`src/rtl/arith_pkg.sv`:
```
// Shared definitions for the bit-serial arithmetic datapath.
package arith_pkg;

    localparam int DEFAULT_WIDTH = 16;

    // Subtraction is a + ~b + 1, so the serial carry starts at one.
    localparam logic SUB_CARRY_INIT = 1'b1;

    typedef enum logic [1:0] {
        IDLE  = 2'd0,
        SHIFT = 2'd1,
        DONE  = 2'd2
    } state_t;

endpackage

```
`src/rtl/diff_cell.sv`:
```
// One-bit difference cell: x - y using an active-low-borrow carry.
module diff_cell (
    input  logic x,
    input  logic y,
    input  logic cin,
    output logic d,
    output logic cout
);

    logic yn;

    assign yn   = ~y;
    assign d    = x ^ yn ^ cin;
    assign cout = (x & yn) | (x & cin) | (yn & cin);

endmodule

```
`src/rtl/serial_subtractor.sv`:
```
// Bit-serial subtractor: diff = a - b, one bit per clock, LSB first.
module serial_subtractor
    import arith_pkg::*;
#(
    parameter int WIDTH = DEFAULT_WIDTH
) (
    input  logic             clk,
    input  logic             reset,
    input  logic             start,
    input  logic [WIDTH-1:0] a,
    input  logic [WIDTH-1:0] b,
    output logic             busy,
    output logic             done,
    output logic [WIDTH-1:0] diff,
    output logic             borrow,
    output logic             overflow
);

    localparam int CNT_W = $clog2(WIDTH + 1);
    localparam logic [CNT_W-1:0] LAST = CNT_W'(WIDTH - 1);

    state_t           state_q, state_d;
    logic [WIDTH-1:0] a_sr_q, a_sr_d;
    logic [WIDTH-1:0] b_sr_q, b_sr_d;
    logic [WIDTH-1:0] res_q, res_d;
    logic [WIDTH-1:0] diff_q, diff_d;
    logic [CNT_W-1:0] cnt_q, cnt_d;
    logic             carry_q, carry_d;
    logic             a_msb_q, a_msb_d;
    logic             b_msb_q, b_msb_d;
    logic             borrow_q, borrow_d;
    logic             ovf_q, ovf_d;
    logic             cell_d, cell_cout;

    diff_cell u_cell (
        .x    (a_sr_q[0]),
        .y    (b_sr_q[0]),
        .cin  (carry_q),
        .d    (cell_d),
        .cout (cell_cout)
    );

    always_ff @(posedge clk) begin
        if (reset) begin
            state_q  <= IDLE;
            a_sr_q   <= '0;
            b_sr_q   <= '0;
            res_q    <= '0;
            diff_q   <= '0;
            cnt_q    <= '0;
            carry_q  <= 1'b0;
            a_msb_q  <= 1'b0;
            b_msb_q  <= 1'b0;
            borrow_q <= 1'b0;
            ovf_q    <= 1'b0;
        end else begin
            state_q  <= state_d;
            a_sr_q   <= a_sr_d;
            b_sr_q   <= b_sr_d;
            res_q    <= res_d;
            diff_q   <= diff_d;
            cnt_q    <= cnt_d;
            carry_q  <= carry_d;
            a_msb_q  <= a_msb_d;
            b_msb_q  <= b_msb_d;
            borrow_q <= borrow_d;
            ovf_q    <= ovf_d;
        end
    end

    always_comb begin
        state_d  = state_q;
        a_sr_d   = a_sr_q;
        b_sr_d   = b_sr_q;
        res_d    = res_q;
        diff_d   = diff_q;
        cnt_d    = cnt_q;
        carry_d  = carry_q;
        a_msb_d  = a_msb_q;
        b_msb_d  = b_msb_q;
        borrow_d = borrow_q;
        ovf_d    = ovf_q;
        busy     = 1'b0;
        done     = 1'b0;
        unique case (state_q)
            IDLE: begin
                if (start) begin
                    a_sr_d  = a;
                    b_sr_d  = b;
                    carry_d = SUB_CARRY_INIT;
                    cnt_d   = '0;
                    a_msb_d = a[WIDTH-1];
                    b_msb_d = b[WIDTH-1];
                    state_d = SHIFT;
                end
            end
            SHIFT: begin
                busy    = 1'b1;
                res_d   = {cell_d, res_q[WIDTH-1:1]};
                carry_d = cell_cout;
                a_sr_d  = a_sr_q >> 1;
                b_sr_d  = b_sr_q >> 1;
                cnt_d   = cnt_q + CNT_W'(1);
                // Latch results on the final bit so they show in DONE.
                if (cnt_q == LAST) begin
                    diff_d   = res_d;
                    borrow_d = ~cell_cout;
                    ovf_d    = (a_msb_q != b_msb_q) && (cell_d != a_msb_q);
                    state_d  = DONE;
                end
            end
            DONE: begin
                busy    = 1'b1;
                done    = 1'b1;
                state_d = IDLE;
            end
            default: state_d = IDLE;
        endcase
    end

    assign diff     = diff_q;
    assign borrow   = borrow_q;
    assign overflow = ovf_q;

endmodule

```
`config.mk`:
```
export PLATFORM = sky130hd
export DESIGN_NAME = serial_subtractor
export DESIGN_NICKNAME = d
export VERILOG_FILES = /design/src/rtl/arith_pkg.sv /design/src/rtl/diff_cell.sv /design/src/rtl/serial_subtractor.sv
export SDC_FILE = /design/constraint.sdc
export NUM_CORES = 1
export LEC_CHECK = 0
export CORE_UTILIZATION = 50
export DETAILED_ROUTE_END_ITERATION = 6
export PLACE_DENSITY_LB_ADDON = 0.25
export SLEW_MARGIN = 20
export SYNTH_ARGS = -nofsm -noshare
export SYNTH_HDL_FRONTEND = slang
export SYNTH_SLANG_ARGS = --single-unit
```
`constraint.sdc`:
```
create_clock -name clk -period 2.1 [get_ports clk]
set_input_delay 0.42 -clock clk [delete_from_list [all_inputs] [get_ports clk]]
set_output_delay 0.42 -clock clk [all_outputs]
set_load 0.1 [all_outputs]
```
After elaboration in Yosys (flattened, before gate mapping)
Index checks and enable logic that the tools add are counted.

$add $sub $neg: 1. Equality and inequality tests: 7. Multiplexer cells: 13. Bitwise gates (word level): 9. Reduce and logical (&&, ||, !) cells: 8.

Operator list (number): $pmux W16 S2 (2); $mux W16 (2); $pmux W5 S2 (1); $reduce_and A2 Y1 (4); $add A5 B1 Y5 const B (1); $eq A5 B4 Y1 const B (1); $mux W5 (1); $mux W2 (2); $ne A2 B2 Y1 const B (2); $pmux W2 S2 (1); $and A1 B1 Y1 (3); $mux W1 (3); $eq A2 B1 Y1 const B (1); $eq A2 B2 Y1 const B (1); $logic_not A2 Y1 (1); $ne A1 B1 Y1 (2); $not A1 Y1 (2); $or A1 B1 Y1 (2); $pmux W1 S2 (1); $reduce_bool A2 Y1 (1); $reduce_or A2 Y1 (1); $xor A1 B1 Y1 (2); $logic_and A1 B1 Y1 (1).

Register bits: 76. Output and inout bits: 20.

Longest topological paths before layout
Gate-level depths: netlist of run 1.

Word-level depth: 5. Depth in mapped cells: 8. Mapped depth without buffers: 6.

Modules after synthesis
A second synthesis of run 1 with hierarchy kept.

Cells, all modules: 338. Area total of the unflattened synthesis: 3203.1 um^2.

By module, submodules not included: serial_subtractor (instances 1, cells each 333, area each 3168.0 um^2, sequential area each 1501.4 um^2); diff_cell (instances 1, cells each 5, area each 35.0 um^2, sequential area each 0.0 um^2).

Least setup slack after synthesis of run 1
No wires, ideal clock.

Path kind: flip-flop to output port. Start point: register state_q[0]. End point: output busy. Data arrival time: 1223 ps. Data required time: 1680 ps. Setup slack: 457 ps. Cell stages (with the launch flop): 3. Path buffers: 0. Path through: dfxtp_1 -> inv_1 -> ha_1.

Word-level cells in the longest chain between the ends: 3.

Ends and longest elaborated chain: start: declaration (RTL line serial_subtractor.sv:22) `state_t state_q, state_d;`; start signal: assignment (RTL line serial_subtractor.sv:57) `state_q <= state_d;`; $eq A2 B1 Y1 / $eq A2 B2 Y1 (equally long branches) (RTL line serial_subtractor.sv:85) `unique case (state_q)`; $reduce_or A2 Y1 (no source line) *; $mux W1 * (RTL line serial_subtractor.sv:85); end: declaration (RTL line serial_subtractor.sv:12) `output logic busy,`.

Every way passes the cells marked *; elsewhere a longest branch is shown, timed or not.

Worst setup path after layout of run 1
Start point: register state_q[0]. End point: register b_sr_q[14].

Word-level cells in the longest chain between the ends: 3.

Ends and longest elaborated chain: $eq A2 B1 Y1 / $logic_not A2 Y1 (equally long branches) (RTL line serial_subtractor.sv:85); $reduce_bool A2 Y1 (no source line) / $ne A2 B2 Y1 (equally long branches); $reduce_and A2 Y1 (no source line); end signal: assignment (RTL line serial_subtractor.sv:59) `b_sr_q <= b_sr_d;`; end: declaration (RTL line serial_subtractor.sv:24) `logic [WIDTH-1:0] b_sr_q, b_sr_d;`.

Parallel ways exist; a longest one is shown, timed or not. A chain may end at the register's enable or synchronous reset.

==> reports/metrics.cfg, run 1 <==
[cts]
cts_hold_buf=0
clk_latency_ns=0.34
cts_buffers=9
cts_resized=0
clockRootBuffer=clkbuf_8
cts_tree=done
cts_setup_buffers=0
clk_pin_slew_ns=0.08
cts.sinks=75
cts_buffer_depth=2
htree_levels=3

[cells_and_area]
seqCellArea_um2=1500
fill_cells=528
multi_input_area_um2=1440
fin_area_um2=3920
drive_above_1_share=0.136
finalNetCount=426
diodes=0
syn_to_final_growth_pct=26.1

[drt]
antenna_left=0
wirelength_um=5900
remaining_drc_errors=0
wl_per_cell_um=12.7
drt_iter0_markers=93
first_pass_iters=4
vias_per_cell=5.15
vias=2395

[synth]
syn_nets=373
synth_area_leaders=dfxtp_1 48%, mux2i_1 15%, a211oi_1 7.7%
synth_top_flop_cell=dfxtp_1
synth_top_area_share=0.483
syn_avg_cell_area_um2=9.37
syn_area_um2=3110
yosysTopAreaCell=dfxtp_1
ys_warn_count=0
synthArstFlopShare=0
synth_seq_area_share=0.483
synth_cells=332
yosys_register_bits=75
ys_types=29
synth_edf_count=0

[die]
core_area_um2=5960
num_io_pins=55
rows=28
start_util=0.522
fp.dieH_um=80.9
die_w_um=80.9
dieArea_um2=6540

[worst_setup_path]
crit_fanout=12
reg2reg_from=state_q[0]$_SDFFE_PP0P_
cp-start-kind=register
crit_arrival_ns=2.02
cp.required_ns=2.33
endpoint_kind=register
startpoint=state_q[0]$_SDFFE_PP0P_
worstSetupPathType=register to register

[timing]
slew_violations=0
skew_ns=0.0107
period_needed_ns=1.79
tightest_slew_ns=0.408
max_freq_mhz=559
post-route-period-util=0.852
final-hold-violation-count=0
tns_ns=0
finalSetupViolations=0
max_slew_margin=0.728
rsz0062_at_grt=false

[power_and_ir_drop]
switching_share=0.254
p_leak_nw=1.51
p_switching_w=0.000832
power.share.sequential=0.474
power-per-cell-area_nw_per_um2=834
p_clk_frac=0.379
combPwrFrac=0.146
p_int_w=0.00244
vdd_ir_drop_max_mv=0.462

[placement]
gp_congestion=0.720
portBuffers=54
post-dp-hpwl_um=4050
dpl_cell_area_um2=3700

[worst_hold_path]
min_path_type=register to register
min_from=diff[1]$_SDFFE_PP0P_

[run]
max_cap_viol_count=0

[global_route]
grt_pass1_wl_um=10200
overflow=0
grt_max_degree=33
antenna_found_initial=0
grt_pass1_vias=2303
grt_use_total=0.203

[outcome]
status=complete, no violations

==> cell usage after synthesis (3+ instances only) <==
cell type / number
dfxtp_1: 75
nor2_1: 53
mux2i_1: 46
nand2_1: 36
a211oi_1: 32
a21oi_1: 24
buf_2: 9
clkbuf_1: 8
inv_1: 8
ha_1: 5
nand2b_1: 5
buf_6: 4
and3_1: 3
nor2b_1: 3
o32ai_1: 3
==> routing by layer <==
| layer | vias up | global-route usage | wire length, um |
|---|---|---|---|
| met4 | 0 | 0.100 | 93 |
| met3 | 9 | 0.0337 | 206 |
| met1 | 1077 | 0.260 | 2930 |
| li1 | 1258 | - | - |
| met5 | - | 0 | 0 |
| met2 | 51 | 0.331 | 2660 |
==> worst paths after layout <==
kind	end	slack, ns	cells past startpoint
min reg2reg	diff[1]$_SDFFE_PP0P_	0.46	2
max reg2reg	b_sr_q[14]$_SDFFE_PP0P_	0.31	6
max	b_sr_q[14]$_SDFFE_PP0P_	0.31	6
min	diff[1]$_SDFFE_PP0P_	0.46	2
==> power groups by stage <==
stage               logic, W  clock network, W  registers, W
finish              0.000479           0.00124       0.00155
global route        0.000529           0.00134       0.00156
CTS                 0.000483           0.00126       0.00155
global placement    0.000468                 0       0.00158
floorplan           0.000349                 0       0.00157
detailed placement  0.000482                 0       0.00158
==> layout make-up <==
class,instances,area share
Timing Repair Buffer,67,0.161
Multi-Input combinational cell,224,0.367
Clock buffer,10,0.0351
Inverter,8,0.00765
Clock inverter,6,0.0226
Sequential cell,75,0.383
Tap cell,75,0.0239
==> registers in the layout (all words and copies together) (netlist names) <==
signal and cells:
a_sr_q 16, b_sr_q 16, diff 16, res_q 15, cnt_q 5, state_q 2, a_msb_q 1, b_msb_q 1
borrow 1, carry_q 1, overflow 1
==> cells in the final DEF, fill, tap and decap left out, types with 4 or more instances in the layout <==
cell / instances
clkdlybuf4s50_1: 33
clkbuf_8: 10
a211oi_1: 32
dfxtp_1: 75
mux2i_1: 46
ha_1: 4
a21oi_1: 24
nand2b_1: 5
nor2_1: 53
nand2_1: 36
buf_4: 29
buf_12: 4
inv_1: 8
==> logic make-up (layout without fill, tap and decap cells) <==
group | after synthesis | in the layout | synth area share
buf+inv | 33 | 91 | 0.0555
simple gates | 106 | 106 | 0.142
fa+ha+maj | 6 | 6 | 0.0265
flops | 75 | 75 | 0.483
mux | 47 | 47 | 0.152
compound gates | 65 | 65 | 0.142
==> worst max-delay path: stages, from the launching register on <==
cell	delay, ns
dfxtp_1	0.37
inv_1	0.08
ha_1	0.28
mux2_2	0.42
buf_4	0.21
nor2_1	0.05
a211oi_1	0.27
==> through the flow <==
stage	power, W	utilization	std cells	worst slack, ns	hold WS (ns)
after floorplan	0.00192	-	332	0.457	0.431
after global placement	0.00205	0.621	449	0.223	0.443
after detailed placement	0.00207	0.621	449	0.0894	0.448
after CTS	0.00330	0.659	465	0.312	0.458
after global routing	0.00343	0.659	465	0.226	0.475
final	0.00327	0.659	465	0.311	0.456
(Power assumes the default switching activity.)
==> inputs of run 2 (changes only) <==
--- a/config.mk
+++ b/config.mk
@@ -7,7 +7,9 @@
 export LEC_CHECK = 0
 export CORE_UTILIZATION = 50
 export DETAILED_ROUTE_END_ITERATION = 6
+export GPL_TIMING_DRIVEN = 0
 export PLACE_DENSITY_LB_ADDON = 0.25
+export SETUP_SLACK_MARGIN = 0.2
 export SLEW_MARGIN = 20
 export SYNTH_ARGS = -nofsm -noshare
 export SYNTH_HDL_FRONTEND = slang
==> run 2 against run 1 <==
  * Flip-flop and latch count stayed put
  * Global-route usage rose by 1.9 points
  * Non-clock buffer count rose by 12
  * Sequential power about the same
  * Clock skew barely moved
  * First-iteration DRC count grew 5.4%
  * Combinational power rose by 3%
  * Worst setup slack got worse by 0.029 ns
  * Critical path type is now register to output pin
==> reports/metrics.cfg, run 2 (synthesis gave the netlist of run 1 again) <==
[global_route]
grt_pass1_vias=2435  ; was 2,303
grt_use_total=0.222  ; was 0.203
grt_max_degree=14  ; was 33
antenna_found_initial=0  ; unchanged
overflow=0  ; unchanged
grt_pass1_wl_um=11200  ; was 10,200 um

[cts]
clockRootBuffer=clkbuf_8  ; unchanged
htree_levels=3  ; unchanged
clk_latency_ns=0.35  ; was 0.34 ns
cts_tree=done  ; unchanged
cts_resized=67  ; was 0
clk_pin_slew_ns=0.08  ; about the same
cts_buffer_depth=2  ; unchanged
cts_buffers=9  ; unchanged
cts.sinks=75  ; unchanged
cts_setup_buffers=0  ; unchanged
cts_hold_buf=0  ; unchanged

[cells_and_area]
diodes=0  ; unchanged
syn_to_final_growth_pct=28.4  ; was 26.1%
most-common-layout-cells=75 x dfxtp_1, 53 x nor2_1, 46 x mux2i_1  ; unchanged
drive_above_1_share=0.139  ; was 0.136
utilization=0.670  ; was 0.659
fin_cells=477  ; was 465
layout_commonest_cell=dfxtp_1  ; unchanged
fin_area_um2=3990  ; was 3920 um^2
finalNetCount=438  ; was 426

[worst_setup_path]
worstSetupPathDepth=3  ; was 6
crit_arrival_ns=1.40  ; was 2.02 ns
r2r-end=diff[13]$_SDFFE_PP0P_  ; was b_sr_q[14]$_SDFFE_PP0P_
cp.required_ns=1.68  ; was 2.33 ns
slowest_stage=dfxtp_1  ; was mux2_2
rrSetupSlack_ns=0.34  ; was 0.31 ns
rr_worst_depth=8  ; was 6
cp_top_family=flip-flops  ; was multiplexers
critPathCapture=busy  ; was b_sr_q[14]$_SDFFE_PP0P_
reg2reg_from=cnt_q[0]$_SDFFE_PP0P_  ; was state_q[0]$_SDFFE_PP0P_
cp.buffers_inverters=2  ; unchanged
startpoint=state_q[0]$_SDFFE_PP0P_  ; unchanged
critical-path-max-stage-delay_ns=0.37  ; was 0.42 ns
endpoint_kind=output pin  ; was register
worstSetupPathType=register to output pin  ; was register to register
cp-start-kind=register  ; unchanged
crit_fanout=3  ; was 12
worstPathCellList=inv_1, ha_2, buf_4  ; was inv_1, ha_1, mux2_2, buf_4, nor2_1, a211oi_1

[timing]
max_slew_margin=0.636  ; was 0.728
slew_violations=0  ; unchanged
post-route-period-util=0.866  ; was 0.852
period_needed_ns=1.82  ; was 1.79 ns
max_freq_mhz=550  ; was 559 MHz
skew_ns=0.0105  ; was 0.0107 ns
fin_ws_ns=0.282  ; was 0.311 ns
final-hold-violation-count=0  ; unchanged
finalSetupViolations=0  ; unchanged
tightest_slew_ns=0.549  ; was 0.408 ns
rsz0062_at_grt=false  ; unchanged

[placement]
dpl_cell_area_um2=3740  ; was 3700 um^2
post-dp-hpwl_um=4610  ; was 4050 um
place_inst=461  ; was 449
place_ws_ns=-0.180  ; was 0.0894 ns
gp_congestion=0.764  ; was 0.720
portBuffers=54  ; unchanged

[drt]
wl_met1_um=3060  ; was 2930 um
remaining_drc_errors=0  ; unchanged
routed-wl-met2_um=3110  ; was 2660 um
drt_iter0_markers=98  ; was 93
wl_per_cell_um=13.6  ; was 12.7 um
first_pass_iters=5  ; was 4
dr_wl_met3_um=211  ; was 206 um
wirelength_um=6500  ; was 5900 um
top_layer_used=met4  ; unchanged
antenna_left=0  ; unchanged
vias=2524  ; was 2,395
vias_per_cell=5.29  ; was 5.15

[die]
start_util=0.522  ; unchanged
core_area_um2=5960  ; unchanged
num_io_pins=55  ; unchanged
fp.dieH_um=80.9  ; unchanged
dieArea_um2=6540  ; unchanged
rows=28  ; unchanged
die_w_um=80.9  ; unchanged

[power_and_ir_drop]
vdd_ir_drop_max_mv=0.532  ; was 0.462 mV
switching_share=0.262  ; was 0.254
power.share.sequential=0.476  ; was 0.474
power-per-cell-area_nw_per_um2=818  ; was 834 nW/um^2
p_int_w=0.00241  ; was 0.00244 W
p_clk_frac=0.374  ; was 0.379
p_switching_w=0.000856  ; was 0.000832 W
p_leak_nw=1.49  ; was 1.51 nW
combPwrFrac=0.151  ; was 0.146

[worst_hold_path]
min_path_type=register to register  ; unchanged

[run]
max_cap_viol_count=0  ; unchanged

[outcome]
status=complete, no violations  ; unchanged

[run 2: changes by cell type in the layout (fill, tap and decap cells not counted), sizes merged]
cell / delta
buf: -16
clkbuf: +9
clkdlybuf4s15: +18
clkdlybuf4s50: +1
clkinv: +1
clkinvlp: -1
[run 2: layout make-up]
type,count,area (um^2)
Timing Repair Buffer,54,556
Clock inverter,6,90.1
Inverter,8,30.0
Clock buffer,10,128
Buffer,25,150
Tap cell,75,93.8
Multi-Input combinational cell,224,1440
Sequential cell,75,1500
Fill cell,533,1960
[run 2: through the flow]
stage / TNS, ns / hold WS (ns) / power (W)
2_1_floorplan: 0 / 0.431 / 0.00192
3_3_place_gp: -0.143 / 0.442 / 0.00206
3_5_place_dp: -0.190 / 0.447 / 0.00208
4_1_cts: 0 / 0.458 / 0.00328
5_1_grt: 0 / 0.471 / 0.00339
6_report: 0 / 0.455 / 0.00326
[run 2: worst min-delay path by stage]
stage	startpoint	endpoint	cells past startpoint
4_1_cts	diff[7]$_SDFFE_PP0P_	diff[7]$_SDFFE_PP0P_	2
3_5_place_dp	diff[10]$_SDFFE_PP0P_	diff[10]$_SDFFE_PP0P_	2
5_1_grt	diff[0]$_SDFFE_PP0P_	diff[0]$_SDFFE_PP0P_	2
6_report	diff[12]$_SDFFE_PP0P_	diff[12]$_SDFFE_PP0P_	2
2_1_floorplan	res_q[1]$_SDFFE_PP0P_	diff[0]$_SDFFE_PP0P_	2
3_3_place_gp	diff[3]$_SDFFE_PP0P_	diff[3]$_SDFFE_PP0P_	2
[run 2: power groups by stage]
| stage | clock network [W] | logic (W) | registers [W] |
|---|---|---|---|
| final | 0.00122 | 0.000492 | 0.00155 |
| after global routing | 0.00128 | 0.000542 | 0.00156 |
| after CTS | 0.00123 | 0.000494 | 0.00155 |
| after detailed placement | 0 | 0.000491 | 0.00158 |
| after global placement | 0 | 0.000476 | 0.00158 |
| after floorplan | 0 | 0.000349 | 0.00157 |
[run 2: worst reg2reg max path, stage by stage, from the launching register on]
cell and delay [ns]:
dfxtp_1 0.38, ha_1 0.19, and3_1 0.17, ha_2 0.21, and2_1 0.13, clkbuf_4 0.20, buf_4 0.20, nand2_1 0.07
a21oi_1 0.14
[run 2: layer usage]
metal  vias up  track usage
li1       1282            -
met1      1172        0.274
met2        57        0.380
met3        13       0.0404
met4         0       0.0911
met5         -            0
==> inputs of run 3 (changes only) <==
--- a/config.mk
+++ b/config.mk
@@ -5,7 +5,7 @@
 export SDC_FILE = /design/constraint.sdc
 export NUM_CORES = 1
 export LEC_CHECK = 0
-export CORE_UTILIZATION = 50
+export CORE_UTILIZATION = 52
 export DETAILED_ROUTE_END_ITERATION = 6
 export GPL_TIMING_DRIVEN = 0
 export PLACE_DENSITY_LB_ADDON = 0.25
==> run 3 against run 2 <==
  * Clock skew barely moved
  * Clock-buffer cell count decreased by 1
  * Die area fell by 3.8%
  * Combinational power decreased by 1%
  * Non-clock buffer count did not move
  * Register-to-register slack got worse by 0.05 ns
  * Critical endpoint unchanged
  * Largest cell class unchanged
==> reports/metrics.cfg, run 3 (synthesis gave the netlist of run 1 again) <==
[drt]
vias_per_cell=5.29  ; about the same
antenna_left=0  ; unchanged
remaining_drc_errors=0  ; unchanged
first_pass_iters=4  ; was 5
wl_per_cell_um=13.6  ; about the same
vias=2507  ; was 2,524
wirelength_um=6460  ; was 6500 um
drt_iter0_markers=114  ; was 98

[worst_setup_path]
cp-start-kind=register  ; unchanged
reg2reg_from=state_q[0]$_SDFFE_PP0P_  ; was cnt_q[0]$_SDFFE_PP0P_
endpoint_kind=output pin  ; unchanged
startpoint=state_q[0]$_SDFFE_PP0P_  ; unchanged
worstSetupPathType=register to output pin  ; unchanged
crit_arrival_ns=1.42  ; was 1.40 ns
rr_worst_depth=6  ; was 8
cp.required_ns=1.68  ; about the same
crit_fanout=3  ; unchanged

[cts]
cts.sinks=75  ; unchanged
cts_tree=done  ; unchanged
htree_levels=3  ; unchanged
clk_pin_slew_ns=0.09  ; was 0.08 ns
cts_hold_buf=0  ; unchanged
cts_buffer_depth=2  ; unchanged
clk_latency_ns=0.36  ; was 0.35 ns
cts_buffers=9  ; unchanged
clockRootBuffer=clkbuf_8  ; unchanged

[timing]
skew_ns=0.0105  ; about the same
slew_violations=0  ; unchanged
tns_ns=0  ; unchanged
fin_hold_ws_ns=0.457  ; was 0.455 ns
period_needed_ns=1.84  ; was 1.82 ns
finalSetupViolations=0  ; unchanged
tightest_slew_ns=0.547  ; was 0.549 ns
final-hold-violation-count=0  ; unchanged
post-route-period-util=0.879  ; was 0.866
max_slew_margin=0.637  ; was 0.636
rsz0062_at_grt=true  ; was false
max_freq_mhz=542  ; was 550 MHz

[outcome]
status=complete, no violations  ; unchanged

[die]
start_util=0.551  ; was 0.522
core_area_um2=5640  ; was 5960 um^2
fp.dieH_um=79.3  ; was 80.9 um
num_io_pins=55  ; unchanged
die_w_um=79.3  ; was 80.9 um
rows=27  ; was 28
dieArea_um2=6290  ; was 6540 um^2

[placement]
gp_congestion=0.765  ; was 0.764
post-dp-hpwl_um=4500  ; was 4610 um
portBuffers=54  ; unchanged
place_inst=458  ; was 461

[global_route]
grt_use_total=0.221  ; was 0.222
grt_max_degree=15  ; was 14
grt_pass1_wl_um=10700  ; was 11,200 um
overflow=0  ; unchanged
grt_pass1_vias=2305  ; was 2,435
antenna_found_initial=0  ; unchanged

[worst_hold_path]
min_path_cells=2  ; unchanged
min_from=diff[12]$_SDFFE_PP0P_  ; unchanged
min_path_type=register to register  ; unchanged

[cells_and_area]
most-common-layout-cells=75 x dfxtp_1, 53 x nor2_1, 46 x mux2i_1  ; unchanged
drive_above_1_share=0.137  ; was 0.139
syn_to_final_growth_pct=26.8  ; was 28.4%
fin_cells=474  ; was 477
layout_commonest_cell=dfxtp_1  ; unchanged
seqCellArea_um2=1500  ; unchanged
multi_input_area_um2=1440  ; about the same
finalNetCount=438  ; unchanged
diodes=0  ; unchanged
fill_cells=460  ; was 533

[power_and_ir_drop]
power-per-cell-area_nw_per_um2=774  ; was 818 nW/um^2
p_leak_nw=1.47  ; was 1.49 nW
vdd_ir_drop_max_mv=0.524  ; was 0.532 mV

[run]
max_cap_viol_count=0  ; unchanged

## run 3: layout make-up
| type | count | area share |
|---|---|---|
| Timing Repair Buffer | 54 | 0.141 |
| Clock inverter | 7 | 0.0136 |
| Sequential cell | 75 | 0.381 |
| Tap cell | 72 | 0.0228 |
| Multi-Input combinational cell | 224 | 0.365 |
| Buffer | 25 | 0.0381 |
| Clock buffer | 9 | 0.0314 |
| Inverter | 8 | 0.00761 |
## run 3: final timing paths
path                                                end  slack [ns]
worst min register to register    diff[12]$_SDFFE_PP0P_        0.46
worst max-delay path                               busy        0.26
worst min-delay path              diff[12]$_SDFFE_PP0P_        0.46
worst max register to register  a_sr_q[10]$_SDFFE_PP0P_        0.29
## run 3: where the power goes
group | total (W) | switching (W) | internal, W
combinational | 0.000487 | 0.000256 | 0.000230
sequential | 0.00155 | 0.0000463 | 0.00150
clock | 0.00101 | 0.000579 | 0.000436
total | 0.00305 | 0.000881 | 0.00217
## run 3: stage by stage
| stage | cell area (um^2) | worst slack [ns] | total power [W] | utilization |
|---|---|---|---|---|
| floorplan | 3110 | 0.457 | 0.00192 | - |
| global placement | 3740 | -0.147 | 0.00205 | 0.663 |
| detailed placement | 3740 | -0.153 | 0.00207 | 0.663 |
| CTS | 3930 | 0.152 | 0.00306 | 0.697 |
| global route | 3940 | 0.199 | 0.00318 | 0.699 |
| finish | 3940 | 0.255 | 0.00305 | 0.699 |
## run 3: what timing repair did
action                                  4_1_cts  5_1_grt
endpoints found under the setup margin       30       12
buffers inserted                              0        0
gates resized for setup                      66        5
hold endpoints to repair                      0        0
pin swaps                                     0        0
## run 3: worst max-delay path, cell delays in order (launching register included)
cell      delay [ns]
dfxtp_1         0.39
inv_1           0.08
ha_1            0.27
clkbuf_4        0.32
## run 3: per-layer routing
layer,vias to the layer above,share of wire,GRT usage
li1,1285,-,-
met1,1153,0.50,0.300
met2,54,0.43,0.325
met3,15,0.043,0.0598
met4,0,0.021,0.104
met5,-,0,0
